===== src/rtl/mul_share_arb.sv =====
// Purpose: round-robin share of one pipelined 10x18 unsigned multiplier among NREQ requesters.
// Latency: accept in cycle k -> operands on mul_a/mul_b in k+1 -> tagged product in k+1+MUL_LAT.
// Backpressure: none; one grant per cycle, responses must be taken unconditionally.
//
// Ports:
//   clk, rst_n           clock, asynchronous active-low reset
//   cfg_mask, req_valid  per-requester enable / operand-pair valid
//   req_a, req_b         packed operands, requester i at [10i+9:10i] / [18i+17:18i]
//   req_ready            one-hot-or-zero combinational grant
//   mul_a, mul_b         registered operands to the external multiplier
//   mul_result           product from the external multiplier
//   rsp_valid/id/data    tagged product, one per cycle at most
//   busy, inflight       occupancy of the tag pipeline
module mul_share_arb #(
   parameter  int NREQ    = 4,
   parameter  int MUL_LAT = 4,
   localparam int IDW     = $clog2(NREQ),
   localparam int INFW    = $clog2(MUL_LAT + 2)
) (
   input  logic                 clk,
   input  logic                 rst_n,
   input  logic [NREQ-1:0]      cfg_mask,
   input  logic [NREQ-1:0]      req_valid,
   input  logic [NREQ*10-1:0]   req_a,
   input  logic [NREQ*18-1:0]   req_b,
   output logic [NREQ-1:0]      req_ready,
   output logic [9:0]           mul_a,
   output logic [17:0]          mul_b,
   input  logic [27:0]          mul_result,
   output logic                 rsp_valid,
   output logic [IDW-1:0]       rsp_id,
   output logic [27:0]          rsp_data,
   output logic                 busy,
   output logic [INFW-1:0]      inflight
);

   logic [NREQ-1:0]             elig;
   logic                        gnt_vld;
   logic [IDW-1:0]              gnt_id;
   logic [IDW:0]                rot_sum;
   logic [IDW-1:0]              rot_idx;

   logic [IDW-1:0]              ptr_q, ptr_d;
   logic [9:0]                  mul_a_q, mul_a_d;
   logic [17:0]                 mul_b_q, mul_b_d;
   logic [MUL_LAT:0]            tag_vld_q, tag_vld_d;
   logic [MUL_LAT:0][IDW-1:0]   tag_id_q, tag_id_d;
   logic [INFW-1:0]             vld_cnt;

   // Scan requesters starting at the pointer; the extra bit of rot_sum
   // lets the wrap be done with a compare-and-subtract for any NREQ.
   always_comb begin
      elig    = req_valid & cfg_mask;
      gnt_vld = 1'b0;
      gnt_id  = '0;
      rot_sum = '0;
      rot_idx = '0;
      for (int off = 0; off < NREQ; off++) begin
         rot_sum = {1'b0, ptr_q} + (IDW+1)'(off);
         if (rot_sum >= (IDW+1)'(NREQ)) begin
            rot_sum = rot_sum - (IDW+1)'(NREQ);
         end
         rot_idx = rot_sum[IDW-1:0];
         if (!gnt_vld && elig[rot_idx]) begin
            gnt_vld = 1'b1;
            gnt_id  = rot_idx;
         end
      end
   end

   // Grant is suppressed during reset so nothing looks accepted while
   // the state is being cleared.
   always_comb begin
      req_ready = '0;
      if (gnt_vld && rst_n) begin
         req_ready[gnt_id] = 1'b1;
      end
   end

   always_comb begin
      ptr_d   = ptr_q;
      mul_a_d = mul_a_q;
      mul_b_d = mul_b_q;
      if (gnt_vld) begin
         mul_a_d = req_a[int'(gnt_id)*10 +: 10];
         mul_b_d = req_b[int'(gnt_id)*18 +: 18];
         ptr_d   = (gnt_id == IDW'(NREQ-1)) ? '0 : gnt_id + IDW'(1);
      end
      // Tag pipeline is one stage longer than the multiplier because the
      // operand register adds a cycle in front of it.
      tag_vld_d = {tag_vld_q[MUL_LAT-1:0], gnt_vld};
      tag_id_d  = {tag_id_q[MUL_LAT-1:0], gnt_id};
   end

   always_ff @(posedge clk or negedge rst_n) begin
      if (!rst_n) begin
         ptr_q     <= '0;
         mul_a_q   <= '0;
         mul_b_q   <= '0;
         tag_vld_q <= '0;
         tag_id_q  <= '0;
      end else begin
         ptr_q     <= ptr_d;
         mul_a_q   <= mul_a_d;
         mul_b_q   <= mul_b_d;
         tag_vld_q <= tag_vld_d;
         tag_id_q  <= tag_id_d;
      end
   end

   always_comb begin
      vld_cnt = '0;
      for (int i = 0; i <= MUL_LAT; i++) begin
         vld_cnt = vld_cnt + INFW'(tag_vld_q[i]);
      end
   end

   assign mul_a     = mul_a_q;
   assign mul_b     = mul_b_q;
   // Stale multiplier contents never leak out: validity comes only from tags.
   assign rsp_valid = tag_vld_q[MUL_LAT];
   assign rsp_id    = tag_id_q[MUL_LAT];
   assign rsp_data  = mul_result;
   assign inflight  = vld_cnt;
   assign busy      = (vld_cnt != '0);

endmodule


===== config.mk =====
export PLATFORM = sky130hd
export DESIGN_NAME = mul_share_arb
export DESIGN_NICKNAME = d
export VERILOG_FILES = /design/src/rtl/mul_share_arb.sv
export SDC_FILE = /design/constraint.sdc
export NUM_CORES = 1
export LEC_CHECK = 0
export ABC_AREA = 1
export BUFFER_PORTS_ARGS = -buffer_cell sky130_fd_sc_hd__buf_2
export CORE_MARGIN = 1
export CORE_UTILIZATION = 40
export CTS_CLUSTER_SIZE = 25
export DETAILED_ROUTE_END_ITERATION = 10
export PLACE_DENSITY = 0.84
export REMOVE_ABC_BUFFERS = 1
export SYNTH_ARGS = -nofsm -noshare
export SYNTH_HDL_FRONTEND = slang
export SYNTH_SLANG_ARGS = --single-unit

===== constraint.sdc =====
create_clock -name clk -period 2.5 [get_ports clk]
set_clock_uncertainty 0.05 [all_clocks]
set_input_delay 0.125 -clock clk [delete_from_list [all_inputs] [get_ports clk]]
set_output_delay 0.125 -clock clk [all_outputs]
set_load 0.03 [all_outputs]

==> flow_metrics.tcl, run 1 <==
set metrics [dict create \
    setup.worst_path.class "reg2out" \
    clkSinkCount 45 \
    slew_headroom_pct 63.51 \
    placement.io_buffers 160 \
    top_level_ports 217 \
    synth_warnings 0 \
    worstHoldStart "req_b[15]" \
    detail_route.first_pass.iterations 6 \
    timing.final.max_slew_violations 0 \
    wl_met2_mm 4.472 \
    max_cap_violations 0 \
    synth_top_cell_by_area "sky130_fd_sc_hd__dfrtp_1" \
    rsz0062_at_grt "yes" \
    grt_overflow_total 0 \
    dp_cells 768 \
    post-dp-hpwl_mm 7.371 \
    final_layout_size_suffix_gt1_share_pct 29.59 \
    chip_width_um 95.99 \
    synth_edf_count 0 \
    sequential_to_total_area_share_from_yosys_stat_pct 31.87 \
    rrSetupSlack_ps 160 \
    critical-path-slowest-cell "sky130_fd_sc_hd__fa_1" \
    route.antenna.remaining_nets 0 \
    max_slew.worst_pin.slew_ps 547.3 \
    grt_antenna_before_repair 0 \
    vias 3836 \
    crit_chain "inv_2 -> fa_1 -> inv_1 -> fa_2 -> ha_4 -> or3_4 -> buf_6" \
    routabilityCongestion 0.8617 \
    depth_of_the_most_critical_reg_to_reg_path 11 \
    fin_util_pct 51.81 \
    fmaxAchievable_ghz 0.4012 \
    fp.dieH_um 95.99 \
    postRouteWirelength_mm 10.07 \
    ir_worst_vdd_mv 0.7691 \
    clock_tree.root_cell "sky130_fd_sc_hd__clkbuf_8" \
    numCtsBuffers 5 \
    clk_pin_slew_ps 90 \
    power_leakage_nw 2.717 \
    postSynth.topFlopCell "sky130_fd_sc_hd__dfrtp_1" \
    start_util_pct 42.16 \
    report.power.total_mw 7.641 \
    post_synth_top_area_share_pct 31.87 \
    cp-start-kind "register" \
    yosys_register_bits 45 \
    drc_errors 0 \
    std_cell_rows 33 \
    power_density_mw_per_mm2 1759 \
    cp_data_required_time_ps 2330 \
    hold-path-cell-count 7 \
    number_of_vias_per_cell 4.912 \
    min_delay_worst_endpoint "mul_b[15]$_DFFE_PN0P_" \
    area_growth_from_synthesis_to_final_layout_pct 22.91 \
    end_kind "primary output" \
    final_min_period_over_clock_period_pct 99.69 \
    dr.max_layer_used "met4" \
    cts_tree "built" \
    routed-wl-met3_um 972 \
    outcome "complete, no violations" \
    first_global_vias 3176 \
    layoutNonFillerInstCount 781 \
    track_usage_pct 21.55 \
    avgSynthCellArea_um2 6.355 \
    ys_async_sr_fraction_pct 100.0 \
    synthCells 556 \
    post-place-ws_ps 126.7 \
    critical_path_peak_fanout 2 \
    worst_skew_pair.late_latency_ps 290 \
    cts_max_level 2 \
    synth_cell_types 22 \
    data_arrival_time_of_the_critical_path_ps 2320 \
    hold_viol_final 0 \
    reg_to_reg_endpoint "mul_b[10]$_DFFE_PN0P_" \
    m1WireLength_mm 4.503 \
    cpPeakStageDelay_ps 520 \
    floorplan.die_area_mm2 0.009213 \
    coreArea_mm2 0.008382 \
    post_synth_instance_area_mm2 0.003533 \
    grt_pass1_wl_mm 15.15 \
    wire_per_inst_um 12.89 \
    cts_max_path_buffers 2 \
    period_needed_ps 2492 \
    first_iter_violations 197 \
    synth.top_cells.by_area "sky130_fd_sc_hd__dfrtp_1, sky130_fd_sc_hd__nand2_1, sky130_fd_sc_hd__nand4_1" \
    nets 829 \
    layout_setup_ws_ps 7.697 \
    final-setup-viol-count 0 \
    grt_max_degree 49 \
    r2r-start "ptr_q[0]$_DFFE_PN0P_" \
    class_of_the_most_critical_hold_timing_path "in2reg" \
    antennaDiodeCount 0 \
]
routing by layer:
metal	vias to the layer above	GRT usage (%)
li1	1944	-
met4	0	5.348
met3	12	8.689
met1	1708	28.38
met5	-	4.167
met2	172	32.39
per-stage QoR:
| step | cell area [um2] | TNS, ps | hold slack, ps |
|---|---|---|---|
| 6_report | 4343 | 0 | 143.9 |
| 5_1_grt | 4343 | -178.1 | 178.8 |
| 4_1_cts | 4273 | -83.04 | 132.5 |
| 3_5_place_dp | 4139 | 0 | 200.2 |
| 3_3_place_gp | 4139 | 0 | 200.2 |
| 2_1_floorplan | 3092 | -88920 | -220.6 |
cell usage after synthesis (2+ instances only):
cell type and count:
sky130_fd_sc_hd__buf_4 32, sky130_fd_sc_hd__nand2_1 257, sky130_fd_sc_hd__o21ai_0 3, sky130_fd_sc_hd__nor3_1 3, sky130_fd_sc_hd__inv_2 4, sky130_fd_sc_hd__ha_1 2
sky130_fd_sc_hd__fa_1 2, sky130_fd_sc_hd__nand4_1 57, sky130_fd_sc_hd__nand3_2 3, sky130_fd_sc_hd__nand3_1 39, sky130_fd_sc_hd__nand2_2 4, sky130_fd_sc_hd__buf_2 26
sky130_fd_sc_hd__buf_6 6, sky130_fd_sc_hd__nor2_1 3, sky130_fd_sc_hd__dfrtp_1 45, sky130_fd_sc_hd__inv_1 64
logic make-up after synthesis:
| family | after synthesis | share of synthesized area [%] |
|---|---|---|
| AO/OA/AOI/OAI | 5 | 0.7078 |
| adder cells (fa/ha/maj) | 4 | 1.841 |
| buffers and inverters | 134 | 19.97 |
| flip-flops | 45 | 31.87 |
| AND/OR/NAND/NOR | 368 | 45.61 |
worst max path at each step:
stage / start / end / slack, ps / depth (start not counted)
detailed placement: ptr_q[0]$_DFFE_PN0P_ / mul_b[10]$_DFFE_PN0P_ / 130 / 10
CTS: tag_vld_q[0]$_DFF_PN0_ / busy / -80 / 7
floorplan: ptr_q[0]$_DFFE_PN0P_ / req_ready[2] / -2970 / 8
global route: tag_vld_q[0]$_DFF_PN0_ / busy / -70 / 7
finish: tag_vld_q[0]$_DFF_PN0_ / busy / 8 / 7
global placement: ptr_q[0]$_DFFE_PN0P_ / mul_b[15]$_DFFE_PN0P_ / 190 / 10
registers in the layout, summed over array words and instances (netlist names):
register,flops
rsp_id,2
tag_id_d,8
tag_vld_q,5
mul_b,18
ptr_q,2
mul_a,10
cell type report:
cell class,count,area [um2]
inverters,69,266.5
flip-flops and latches,45,1127
multi-input cells,377,1722
clock inverters,1,30.03
repair buffers,177,979.7
well taps,105,131.4
clock buffers,7,86.33
fillers,840,4039
timing repair:
action / CTS / global route
hold endpoints to repair: 45 / 0
setup endpoints to repair: 3 / 4
pin swaps: 1 / 0
gates resized for setup: 3 / 12
buffers inserted: 0 / 4
hold buffers: 1 / 0
where the power goes:
| group | leakage (nW) | total (mW) | switching, mW | internal [mW] |
|---|---|---|---|---|
| logic | 2.13 | 5.75 | 3.84 | 1.91 |
| clock network | 0.0585 | 0.558 | 0.232 | 0.326 |
| registers | 0.529 | 1.33 | 0.195 | 1.14 |
| total | 2.72 | 7.64 | 4.27 | 3.37 |
critical path: cells and delay by family (launching register included):
family | cells | cell delay, ps
and+or+nand+nor | 1 | 320
buffers and inverters | 3 | 230
adders and majority gates | 3 | 1090
DFF | 1 | 370
cell usage in the layout (no fill, tap or decap), types with 3 or more instances in the layout:
cell,count
sky130_fd_sc_hd__buf_2,156
sky130_fd_sc_hd__nand2_1,257
sky130_fd_sc_hd__nand3_1,39
sky130_fd_sc_hd__o21ai_0,3
sky130_fd_sc_hd__clkbuf_8,6
sky130_fd_sc_hd__nand2_2,4
sky130_fd_sc_hd__nand4_1,57
sky130_fd_sc_hd__inv_2,4
sky130_fd_sc_hd__buf_12,3
sky130_fd_sc_hd__nor2_1,3
sky130_fd_sc_hd__nand3_2,3
sky130_fd_sc_hd__nor3_1,3
sky130_fd_sc_hd__inv_1,63
sky130_fd_sc_hd__buf_4,15
sky130_fd_sc_hd__dfrtp_1,44
Note: power is estimated with default switching activity, not from simulation.
==> inputs of run 2 (changes only) <==
--- a/config.mk
+++ b/config.mk
@@ -6,12 +6,11 @@
 export NUM_CORES = 1
 export LEC_CHECK = 0
 export ABC_AREA = 1
-export BUFFER_PORTS_ARGS = -buffer_cell sky130_fd_sc_hd__buf_2
-export CORE_MARGIN = 1
 export CORE_UTILIZATION = 40
 export CTS_CLUSTER_SIZE = 25
 export DETAILED_ROUTE_END_ITERATION = 10
-export PLACE_DENSITY = 0.84
+export DONT_BUFFER_PORTS = 1
+export PLACE_DENSITY = 0.63
 export REMOVE_ABC_BUFFERS = 1
 export SYNTH_ARGS = -nofsm -noshare
 export SYNTH_HDL_FRONTEND = slang
==> flow_metrics.tcl, run 2 (synthesis results as in run 1) <==
set metrics [dict create \
    cp_data_required_time_ps 2330 \
    hold_viol_final 0 \
    track_usage_pct 22.39 \
    hold_ws_ps 69.77 \
    power_leakage_nw 2.139 \
    final-setup-viol-count 0 \
    numCtsBuffers 5 \
    fin_tns_setup_ps 0 \
    ir_worst_vdd_mv 0.7445 \
    timing.final.max_slew_violations 0 \
    largest_reg_flops 18 \
    grt_pass1_wl_mm 15.35 \
    final_layout_size_suffix_gt1_share_pct 10.44 \
    cts_tree "built" \
    cts_max_level 2 \
    top_level_ports 217 \
    cp-start-kind "register" \
    period_needed_ps 2481 \
    data_arrival_time_of_the_critical_path_ps 2310 \
    num-fill-cells 890 \
    rrSetupSlack_ps 330 \
    area_growth_from_synthesis_to_final_layout_pct 3.258 \
    max_slew.worst_pin.slew_ps 499.9 \
    detail_route.first_pass.iterations 5 \
    routabilityCongestion 0.7506 \
    std_cell_rows 33 \
    chip_width_um 95.99 \
    layout_setup_ws_ps 18.51 \
    postRouteWirelength_mm 10.26 \
    cts_max_path_buffers 2 \
    final_cell_area_mm2 0.003649 \
    antennaDiodeCount 0 \
    power_frac_comb_pct 68.9 \
    class_of_the_most_critical_hold_timing_path "in2reg" \
    most-common-layout-cells "sky130_fd_sc_hd__nand2_1, sky130_fd_sc_hd__inv_1, sky130_fd_sc_hd__nand4_1" \
    end_kind "primary output" \
    slew_headroom_pct 66.63 \
    power_density_mw_per_mm2 2058 \
    post-dp-hpwl_mm 7.203 \
    critical_path_peak_fanout 2 \
    first_global_vias 3000 \
    power.switching_fraction_pct 57.25 \
    total_area_of_multi_input_combinational_cells_mm2 0.001737 \
    net-switching-power_mw 4.298 \
    dp_cells 613 \
    area.sequential_mm2 0.001127 \
    grt_antenna_before_repair 0 \
    worst_skew_pair.late_latency_ps 280 \
    max_cap_violations 0 \
    clkSinkCount 45 \
    clk_pin_slew_ps 80 \
    internal_power_mw 3.209 \
    setup.worst_path.class "reg2out" \
    rsz0062_at_grt "yes" \
    fp.dieH_um 95.99 \
    route.antenna.remaining_nets 0 \
    grt_overflow_total 0 \
    first_iter_violations 140 \
    placed_cell_area_mm2 0.003388 \
    p_seq_share_pct 25.1 \
    layout_commonest_cell "sky130_fd_sc_hd__nand2_1" \
    fin_util_pct 43.53 \
    report.power.total_mw 7.508 \
    placement.io_buffers 0 \
    clock_tree.root_cell "sky130_fd_sc_hd__clkbuf_8" \
    number_of_vias_per_cell 5.291 \
    layoutNonFillerInstCount 632 \
    pwr-share-clk_pct 6.0 \
    coreArea_mm2 0.008382 \
    floorplan.die_area_mm2 0.009213 \
    post-place-ws_ps 174.9 \
    final_min_period_over_clock_period_pct 99.26 \
    wire_per_inst_um 16.24 \
    nets 681 \
    outcome "complete, no violations" \
    start_util_pct 42.16 \
    fmaxAchievable_ghz 0.4030 \
    drc_errors 0 \
    vias 3344 \
    grt_max_degree 46 \
]
-- run 2: cell count changes in the layout (fill, tap and decap cells not counted), sizes merged --
| cell | previous run | this run |
|---|---|---|
| bufinv | 1 | 0 |
| bufbuf | 0 | 1 |
| buf | 175 | 26 |
-- run 2: layout make-up --
class,count,share of cell area (%)
Tap cell,105,3.601
Sequential cell,45,30.90
Multi-Input combinational cell,377,47.60
Clock buffer,7,2.366
Timing Repair Buffer,29,8.230
Inverter,69,7.305
-- run 2: metal layers --
metal,up-vias,GRT usage (%),wire [um]
met2,146,35.11,4768
met4,2,3.483,42
met3,6,10.19,944
li1,1650,-,-
met1,1540,28.26,4453
met5,-,5.357,53
-- run 2: worst paths after layout --
kind                                   startpoint                     end  cells past startpoint
max                        tag_vld_q[0]$_DFF_PN0_                    busy                      6
max in group asynchronous                   rst_n    ptr_q[0]$_DFFE_PN0P_                      2
min reg2reg                 tag_id_d[3]$_DFF_PN0_   tag_id_d[5]$_DFF_PN0_                      0
min                                      req_b[2]    mul_b[2]$_DFFE_PN0P_                      6
max reg2reg                  ptr_q[0]$_DFFE_PN0P_   mul_b[14]$_DFFE_PN0P_                     11
min in group asynchronous                   rst_n  tag_vld_q[3]$_DFF_PN0_                      2
-- run 2: what timing repair did --
item                       in CTS  in global routing
hold endpoints to repair       45                  0
pin swaps                       2                  5
setup buffers                   3                  6
setup endpoints to repair       5                  5
hold buffers                    2                  0
gates resized for setup         4                  8
cloned                          1                  0
-- run 2: critical path, cell delays in order, from the launching register on --
cell,delay (ps)
sky130_fd_sc_hd__dfrtp_1,370
sky130_fd_sc_hd__inv_2,40
sky130_fd_sc_hd__fa_1,540
sky130_fd_sc_hd__inv_2,40
sky130_fd_sc_hd__fa_2,370
sky130_fd_sc_hd__ha_4,230
sky130_fd_sc_hd__or3_4,420
-- run 2: power by group through the flow --
| stage | sequential, mW | combinational [mW] | clock (mW) |
|---|---|---|---|
| floorplan | 1.81 | 3.60 | 0 |
| global route | 1.93 | 5.96 | 0.503 |
| global placement | 1.90 | 4.80 | 0 |
| finish | 1.88 | 5.17 | 0.452 |
| CTS | 1.89 | 5.09 | 0.475 |
| detailed placement | 1.90 | 4.92 | 0 |
